--- src/rtl/bf_tape_arbiter.sv ---
// bf_tape_arbiter: round-robin arbiter that shares the single-port, synchronous-read
// data-tape RAM between NREQ requesters (0 = interpreter core, 1 = program/input loader,
// 2 = display scanner).
//
// Optional feature macro: BF_ARB_LOCK_EN
//   When defined, a grant taken with lock[w]=1 keeps the RAM reserved for requester w
//   until it is granted again with lock[w]=0. This gives the core an atomic
//   read-modify-write for its +/- sequence. When undefined, lock is ignored.
//
// Ports:
//   clk, reset            clock; synchronous active-high reset
//   req, we, lock         per-requester request, write flag, lock-after-access flag
//   addr, wdata           per-requester address / write data, slice i = [i*W +: W]
//   gnt                   registered one-hot grant; a 1-cycle pulse issues the access
//   rvalid, rdata         one-hot read-return pulse the cycle after a read grant; data
//   mem_en/we/addr/wdata  RAM command, driven combinationally from the grant cycle
//   mem_rdata             RAM read data, valid the cycle after a read command
module bf_tape_arbiter #(
  parameter int unsigned NREQ = 3,
  parameter int unsigned AW   = 8,
  parameter int unsigned DW   = 8
) (
  input  logic                 clk,
  input  logic                 reset,
  input  logic [NREQ-1:0]      req,
  input  logic [NREQ-1:0]      we,
  input  logic [NREQ*AW-1:0]   addr,
  input  logic [NREQ*DW-1:0]   wdata,
  input  logic [NREQ-1:0]      lock,
  output logic [NREQ-1:0]      gnt,
  output logic [NREQ-1:0]      rvalid,
  output logic [DW-1:0]        rdata,
  output logic                 mem_en,
  output logic                 mem_we,
  output logic [AW-1:0]        mem_addr,
  output logic [DW-1:0]        mem_wdata,
  input  logic [DW-1:0]        mem_rdata
);

  localparam int unsigned PW = (NREQ > 1) ? $clog2(NREQ) : 1;

  typedef enum logic {
    ST_FREE   = 1'b0,
    ST_LOCKED = 1'b1
  } state_t;

  state_t            state;
  state_t            state_next;
  logic [PW-1:0]     owner;
  logic [PW-1:0]     owner_next;
  logic [PW-1:0]     rr_ptr;
  logic [PW-1:0]     rr_ptr_next;
  logic [NREQ-1:0]   gnt_next;
  logic [NREQ-1:0]   eligible;
  logic              found;
  logic [PW-1:0]     win;

`ifndef BF_ARB_LOCK_EN
  logic unused_lock;
  assign unused_lock = ^lock;
`endif

  // State register: FSM state, owner, round-robin pointer, grant and read-return pulses.
  always_ff @(posedge clk) begin
    if (reset) begin
      state  <= ST_FREE;
      owner  <= '0;
      rr_ptr <= PW'(NREQ - 1);
      gnt    <= '0;
      rvalid <= '0;
    end else begin
      state  <= state_next;
      owner  <= owner_next;
      rr_ptr <= rr_ptr_next;
      gnt    <= gnt_next;
      // we is stable while req is held, so it still describes the granted access here
      rvalid <= gnt & ~we;
    end
  end

  // Next-state: round-robin scan starting after rr_ptr, with explicit wrap for any NREQ.
  always_comb begin
    gnt_next    = '0;
    rr_ptr_next = rr_ptr;
    state_next  = state;
    owner_next  = owner;
    found       = 1'b0;
    win         = '0;

    // A requester granted this cycle is masked so it cannot win two cycles running.
    eligible = req & ~gnt;
`ifdef BF_ARB_LOCK_EN
    if (state == ST_LOCKED) begin
      eligible = eligible & (NREQ'(1) << owner);
    end
`endif

    for (int unsigned k = 1; k <= NREQ; k++) begin
      int unsigned idx;
      idx = 32'(rr_ptr) + k;
      if (idx >= NREQ) begin
        idx = idx - NREQ;
      end
      if (!found && eligible[PW'(idx)]) begin
        found = 1'b1;
        win   = PW'(idx);
      end
    end

    if (found) begin
      gnt_next[win] = 1'b1;
      rr_ptr_next   = win;
`ifdef BF_ARB_LOCK_EN
      // The lock takes effect together with the grant, so the grant cycle is already held.
      if (lock[win]) begin
        state_next = ST_LOCKED;
        owner_next = win;
      end else begin
        state_next = ST_FREE;
      end
`endif
    end
  end

  // Output: RAM command muxed from the granted slice; all zero when nothing is granted.
  always_comb begin
    mem_en    = |gnt;
    mem_we    = 1'b0;
    mem_addr  = '0;
    mem_wdata = '0;
    for (int unsigned i = 0; i < NREQ; i++) begin
      if (gnt[i]) begin
        mem_we    = we[i];
        mem_addr  = addr[i*AW +: AW];
        mem_wdata = wdata[i*DW +: DW];
      end
    end
  end

  assign rdata = mem_rdata;

endmodule
--- config.mk ---
export PLATFORM = sky130hd
export DESIGN_NAME = bf_tape_arbiter
export DESIGN_NICKNAME = d
export VERILOG_FILES = /design/src/rtl/bf_tape_arbiter.sv
export SDC_FILE = /design/constraint.sdc
export NUM_CORES = 1
export LEC_CHECK = 0
export BUFFER_PORTS_ARGS = -buffer_cell sky130_fd_sc_hd__buf_2
export CAP_MARGIN = 30
export CORE_AREA = 2 2 57 59
export CTS_CLUSTER_DIAMETER = 30
export CTS_CLUSTER_SIZE = 12
export DETAILED_ROUTE_END_ITERATION = 6
export DIE_AREA = 0 0 59 61
export PLACE_DENSITY = 0.73
export SKIP_LAST_GASP = 1
export SYNTH_ARGS = -nofsm -noshare
export SYNTH_HDL_FRONTEND = slang
export SYNTH_SLANG_ARGS = --single-unit
--- constraint.sdc ---
create_clock -name clk -period 1.82 [get_ports clk]
set_input_delay 0.364 -clock clk [delete_from_list [all_inputs] [get_ports clk]]
set_output_delay 0.364 -clock clk [all_outputs]
set_load 0.02 [all_outputs]
# Yosys cells after proc, flatten, opt, wreduce, memory -nomap -nowiden
# Cells that the tools add are included.
[op_classes]
magnitude_cmp = 8
addsub = 6
n_reduce_logical = 7
mux = 26
n_bitwise = 5
[ops]
columns = ["cell", "n"]
rows = [
  ["2-to-1 mux 8 bit", 6],
  ["< comparator 2 x 3 -> 1 bit (second input constant)", 4],
  ["2-to-1 mux 2 bit", 6],
  ["2-to-1 mux 1 bit", 10],
  ["greater-or-equal comparator 3 x 2 -> 1 bit (second input constant)", 3],
  ["adder 2 x 2 -> 3 bit (second input constant)", 2],
  ["bitwise AND 3 bit", 2],
  ["binary-select mux 1 bit (select 2 bit)", 3],
  ["inverter 3 bit", 2],
  ["subtractor 2 bit (second input constant)", 3],
  ["adder 2 x 1 -> 3 bit (second input constant)", 1],
  ["logical AND 1 bit", 3],
  ["OR reduction 3 bit", 1],
  ["demux 1 bit (select 2 bit)", 1],
  ["greater-or-equal comparator 2 x 1 -> 1 bit (second input constant)", 1],
  ["logical NOT 1 bit", 2],
  ["OR reduction 2 bit", 1],
  ["inverter 1 bit", 1],
]
[totals]
output_inout_bits = 32
input_bits = 67
regBits = 8

# Depth between registers and ports, before layout
[logic_depth]
word_depth = 16
ltp_mapped = 6
mapped_depth_nobuf = 6

# Worst setup path after synthesis
# Ideal clock, no wire load.
[synth_path]
path_type = "reg2out"
start = "reg gnt[1]"
end = "out mem_addr[0]"
path_buffers = 2
stages_incl_launch_ff = 5
setup_slack_ns = -0.130
t_required_ns = 1.456
arrival_ns = 1.586
path_cell_list = "dfxtp_1 clkbuf_1 buf_2 a22oi_1 o21ai_0"
[synth_between]
elab_chain_cells = 2
[synth_rtl]
columns = ["element", "line_no", "rtl"]
rows = [
  ["start, declared", "30", "output logic [NREQ-1:0] gnt,"],
  ["start signal, assigned", "75", "gnt <= gnt_next;"],
  ["2-to-1 mux 8 bit (2 in a row)", "132", "if (gnt[i]) begin"],
  ["end, declared", "35", "output logic [AW-1:0] mem_addr,"],
]
# No other way between the ends.

# Worst setup path after layout
[layout_path]
start = "reg gnt[2]"
end = "out mem_wdata[0]"
[layout_between]
elab_chain_cells = 1
[layout_rtl]
columns = ["element", "line_no", "rtl"]
rows = [
  ["2-to-1 mux 8 bit", "132", ""],
  ["end, declared", "36", "output logic [DW-1:0] mem_wdata,"],
]
# No other way between the ends.

==> results.txt <==
The flow ran to the end, and the final reports show no timing, DRC or antenna violations. For this run the aggregate overflow at the end of global routing stands at 0. The final standard cell count with taps included and fillers excluded came out at 226. For hold timing, the worst endpoint is rvalid[1]$_SDFF_PP0_.

Headroom to the max-slew limit: 73.6%. The signal on the critical path passes through buf_12 > nand2_1 > o21ai_1 > buf_2. The tree is rooted in a sky130_fd_sc_hd__clkbuf_4. The number of H-tree levels is 1, and the initial antenna violation count is 0. The routed layout has 1108 vias.

The tools report the type of element capturing the critical path as an output pin. The netlist uses 31 different library cells. Yosys printed 0 warnings. The die span in x is 59 µm, and the worst stage delay on the critical path is 0.55 ns. The number of instances on the worst hold path is 2, and the sum of internal, switching and leakage power is 2.01 mW.

On the final layout, the worst clock skew is 0.00643 ns. The worst min-delay path class was input pin to register. The most used flip-flop cell after synthesis is sky130_fd_sc_hd__dfxtp_1. The analysis attributes to cell leakage a power of 0.678 nW. Setup violations remaining at the end of the flow were counted as 0. Post-detailed-route wirelength per cell: 11.8 µm. For this run, the top clock speed supported by timing is 0.578 GHz. The HPWL after detailed placement is 2.08 mm. The placeable core region was 2950 µm²; the peak ir drop on the vdd network was 0.610 mV. The logs give 1.46 ns for the data required time of the worst path and 45 for the number of DRC violations after detailed-routing iteration 0. Buffers added to address setup during post-CTS repair amount to 0.

Entering global routing, the biggest net connects 32 pins. For the top-level port count, the log shows 99. The worst-path cell with the longest stage delay was sky130_fd_sc_hd__dfxtp_1. The part of the cycle the worst path needs is 95.1%. The end of the worst register-to-register path was gnt[0]$_SDFF_PP0_. In the synthesized netlist the async set-or-reset flop fraction comes to 0%. Summed over all layers, the routed wires come to 2.66 mm.

The count of port buffers added during placement was 79; the post-synthesis to final-layout area growth was 53.3%. The synthesized design devotes to its leading area cell type 18.4% of total area. Hold violation count in the final report: 0.

After clock tree synthesis, the clock-pin slew on the worst setup and hold paths is 0.05 ns. Net count of the mapped netlist: 190. Across the run, the number of max-cap violations was 0.

Data on the critical path arrives at its endpoint at 1.37 ns. The global-route wire length before repair was 3.47 mm; the slew of the pin with the lowest slew margin was 0.391 ns. The areal power density over the cells was 1500 nW/µm².

At the end of routability-driven placement, the weighted congestion stood at 0.910. The final-report max-slew violation count is 0, and the shortest clock period the worst path allows after layout is 1.73 ns. Setup repair after global routing left no endpoint under its margin. Yosys instantiated no cell more often than sky130_fd_sc_hd__o21ai_0.

The run gives 301 as the number of filler instances in the final layout. The count of nets left with antenna violations once routing finished came out at 0. Kind of launch point of the worst setup path: a register.

The number of antenna diodes in the final layout is 0. The initial utilization of the core area, before any placement, comes to 29.5%. The floorplan has 20 rows. The setup check on the worst reg-to-reg path leaves a slack of 0.09 ns. The synthesized area per cell works out to 7.32 µm². After detailed routing, the number of vias per cell comes to 4.90. In the routed design, unresolved DRC markers number 0.

The cell type contributing the most total cell area after synthesis is sky130_fd_sc_hd__dfxtp_1. The CTS buffer count was 3. In the final timing run, aggregate negative setup slack is 0 ns. The maximum fanout count along the critical path was 31. At the later pin of the worst-skew pair, clock insertion delay measures 0.25 ns. The clock drives 8 sinks.

The worst reg2reg path startpoint is rr_ptr[0]$_SDFFE_PP0P_. By area the synthesized netlist is led by sky130_fd_sc_hd__dfxtp_1 18%, sky130_fd_sc_hd__a22oi_1 15%, sky130_fd_sc_hd__o21ai_0 11%, sky130_fd_sc_hd__buf_4 6.9%, sky130_fd_sc_hd__nand2_1 6.9%. The mapped cell area was 871 µm². From bottom edge to top edge, the die measures 61 µm. For this run, the register share of the synthesized area comes to 18.4%. At the placement stage, the worst setup path has a slack of 0.0325 ns.

In this run the deepest clock path goes through 2 buffers. The iteration count of the initial detailed-routing pass is 5, and the final-stage net count is 266. The hold path startpoint is we[1]. The die covers 3600 µm².

The via count of the first global-routing pass was 792; the depth of the most critical reg-to-reg path was 6. The logs give 0.0888 ns for the final worst setup slack and 12.5% for the all-layer global routing usage. Synthesis inferred 8 register bits. The number of flops mapped to enable cells by yosys came out at 0.

Of the cells placed in the final design, the portion with a size suffix greater than 1 is 48.2%. TritonCTS built the clock tree. The tools report the cell count after placement as 223. Counting instances in the post-synthesis netlist gives the leading cell types as 19 x sky130_fd_sc_hd__o21ai_0, 17 x sky130_fd_sc_hd__a22oi_1, 16 x sky130_fd_sc_hd__nand2_1. Classification of the worst setup path: register to output pin. Post-synthesis instance total: 119.
-- report_power, final --
| part | switching [mW] | total [mW] | internal, mW |
|---|---|---|---|
| sequential | 0.0422 | 0.267 | 0.225 |
| clock | 0.0559 | 0.131 | 0.0752 |
| combinational | 0.939 | 1.61 | 0.671 |
| total | 1.04 | 2.01 | 0.972 |
-- metrics by stage --
stage                     hold WS (ns)  cell area [µm²]  util, %
after global placement           0.545             1280     43.5
after CTS                        0.286             1310     44.3
after detailed placement         0.545             1280     43.5
after floorplan                  0.436              871        -
after global routing             0.282             1340     45.2
final                            0.292             1340     45.2
-- layer usage --
metal  vias to the layer above  global-route usage [%]  share of wire (%)
met5                         -                       0                  0
met4                         0                    3.25               0.86
met3                         4                    3.41                8.6
met2                        49                    24.1                 51
met1                       474                    13.3                 39
li1                        581                       -                  -
-- worst max path at each step --
stage / cells past startpoint / slack (ns) / from / end
after detailed placement: 6 / 0.03 / rr_ptr[1]$_SDFFE_PP1P_ / gnt[0]$_SDFF_PP0_
after global routing: 6 / 0.01 / rr_ptr[0]$_SDFFE_PP0P_ / gnt[0]$_SDFF_PP0_
after CTS: 6 / 0.02 / rr_ptr[1]$_SDFFE_PP1P_ / gnt[0]$_SDFF_PP0_
final: 4 / 0.09 / gnt[2]$_SDFF_PP0_ / mem_wdata[0]
after global placement: 7 / 0.06 / rr_ptr[1]$_SDFFE_PP1P_ / gnt[0]$_SDFF_PP0_
after floorplan: 4 / 0.02 / gnt[1]$_SDFF_PP0_ / mem_addr[0]
-- cell families (layout without fill, tap and decap cells) --
logic type	Yosys count	after routing	share of synthesized area (%)
fa+ha+maj	4	4	5.75
buf+inv	20	94	12.6
compound gates	47	47	35.6
simple gates	38	38	25.3
flops	8	8	18.4
mux	2	2	2.30
-- state kept, by name, summed over array words and instances (netlist names) --
name and flops:
rr_ptr 2, rvalid 3, gnt 3
-- layout by cell type, fill, tap and decap left out --
master / n
sky130_fd_sc_hd__a21boi_0: 1
sky130_fd_sc_hd__a21o_1: 1
sky130_fd_sc_hd__a21oi_1: 1
sky130_fd_sc_hd__a221oi_1: 2
sky130_fd_sc_hd__a22oi_1: 17
sky130_fd_sc_hd__a311oi_1: 1
sky130_fd_sc_hd__a31o_1: 1
sky130_fd_sc_hd__and3b_1: 2
sky130_fd_sc_hd__buf_12: 1
sky130_fd_sc_hd__buf_2: 79
sky130_fd_sc_hd__buf_4: 7
sky130_fd_sc_hd__clkbuf_4: 3
sky130_fd_sc_hd__dfxtp_1: 8
sky130_fd_sc_hd__ha_1: 3
sky130_fd_sc_hd__ha_4: 1
sky130_fd_sc_hd__inv_1: 4
sky130_fd_sc_hd__mux2i_1: 2
sky130_fd_sc_hd__nand2_1: 16
sky130_fd_sc_hd__nand2b_1: 2
sky130_fd_sc_hd__nand3b_1: 1
sky130_fd_sc_hd__nor2_1: 2
sky130_fd_sc_hd__nor2b_1: 5
sky130_fd_sc_hd__nor3b_1: 4
sky130_fd_sc_hd__nor4_2: 1
sky130_fd_sc_hd__nor4b_1: 2
sky130_fd_sc_hd__nor4b_4: 1
sky130_fd_sc_hd__o2111ai_1: 1
sky130_fd_sc_hd__o21a_1: 1
sky130_fd_sc_hd__o21ai_0: 8
sky130_fd_sc_hd__o21ai_1: 11
sky130_fd_sc_hd__o21bai_1: 1
sky130_fd_sc_hd__o31a_1: 1
sky130_fd_sc_hd__or3_1: 1
sky130_fd_sc_hd__or3b_1: 1
-- layout make-up --
| type | instances | area [µm²] | area share (%) |
|---|---|---|---|
| tap | 33 | 41.3 | 3.09 |
| clock buffer | 3 | 22.5 | 1.69 |
| timing repair buffer | 87 | 468 | 35.1 |
| multi-input combinational | 91 | 628 | 47.0 |
| sequential | 8 | 160 | 12.0 |
| inverter | 4 | 15.0 | 1.12 |
-- worst max-delay path: cells and delay by family, from the launching register on --
family                 cells  cell delay, ns
buffers and inverters      2            0.41
flip-flops                 1            0.55
AO/OA/AOI/OAI              1            0.09
AND/OR/NAND/NOR            1            0.06
-- repair_timing --
| action | CTS | global route |
|---|---|---|
| endpoints found under the setup margin | 0 | 3 |
| resized for setup | 0 | 5 |
| hold buffers | 0 | 0 |
(Power assumes the default switching activity.)
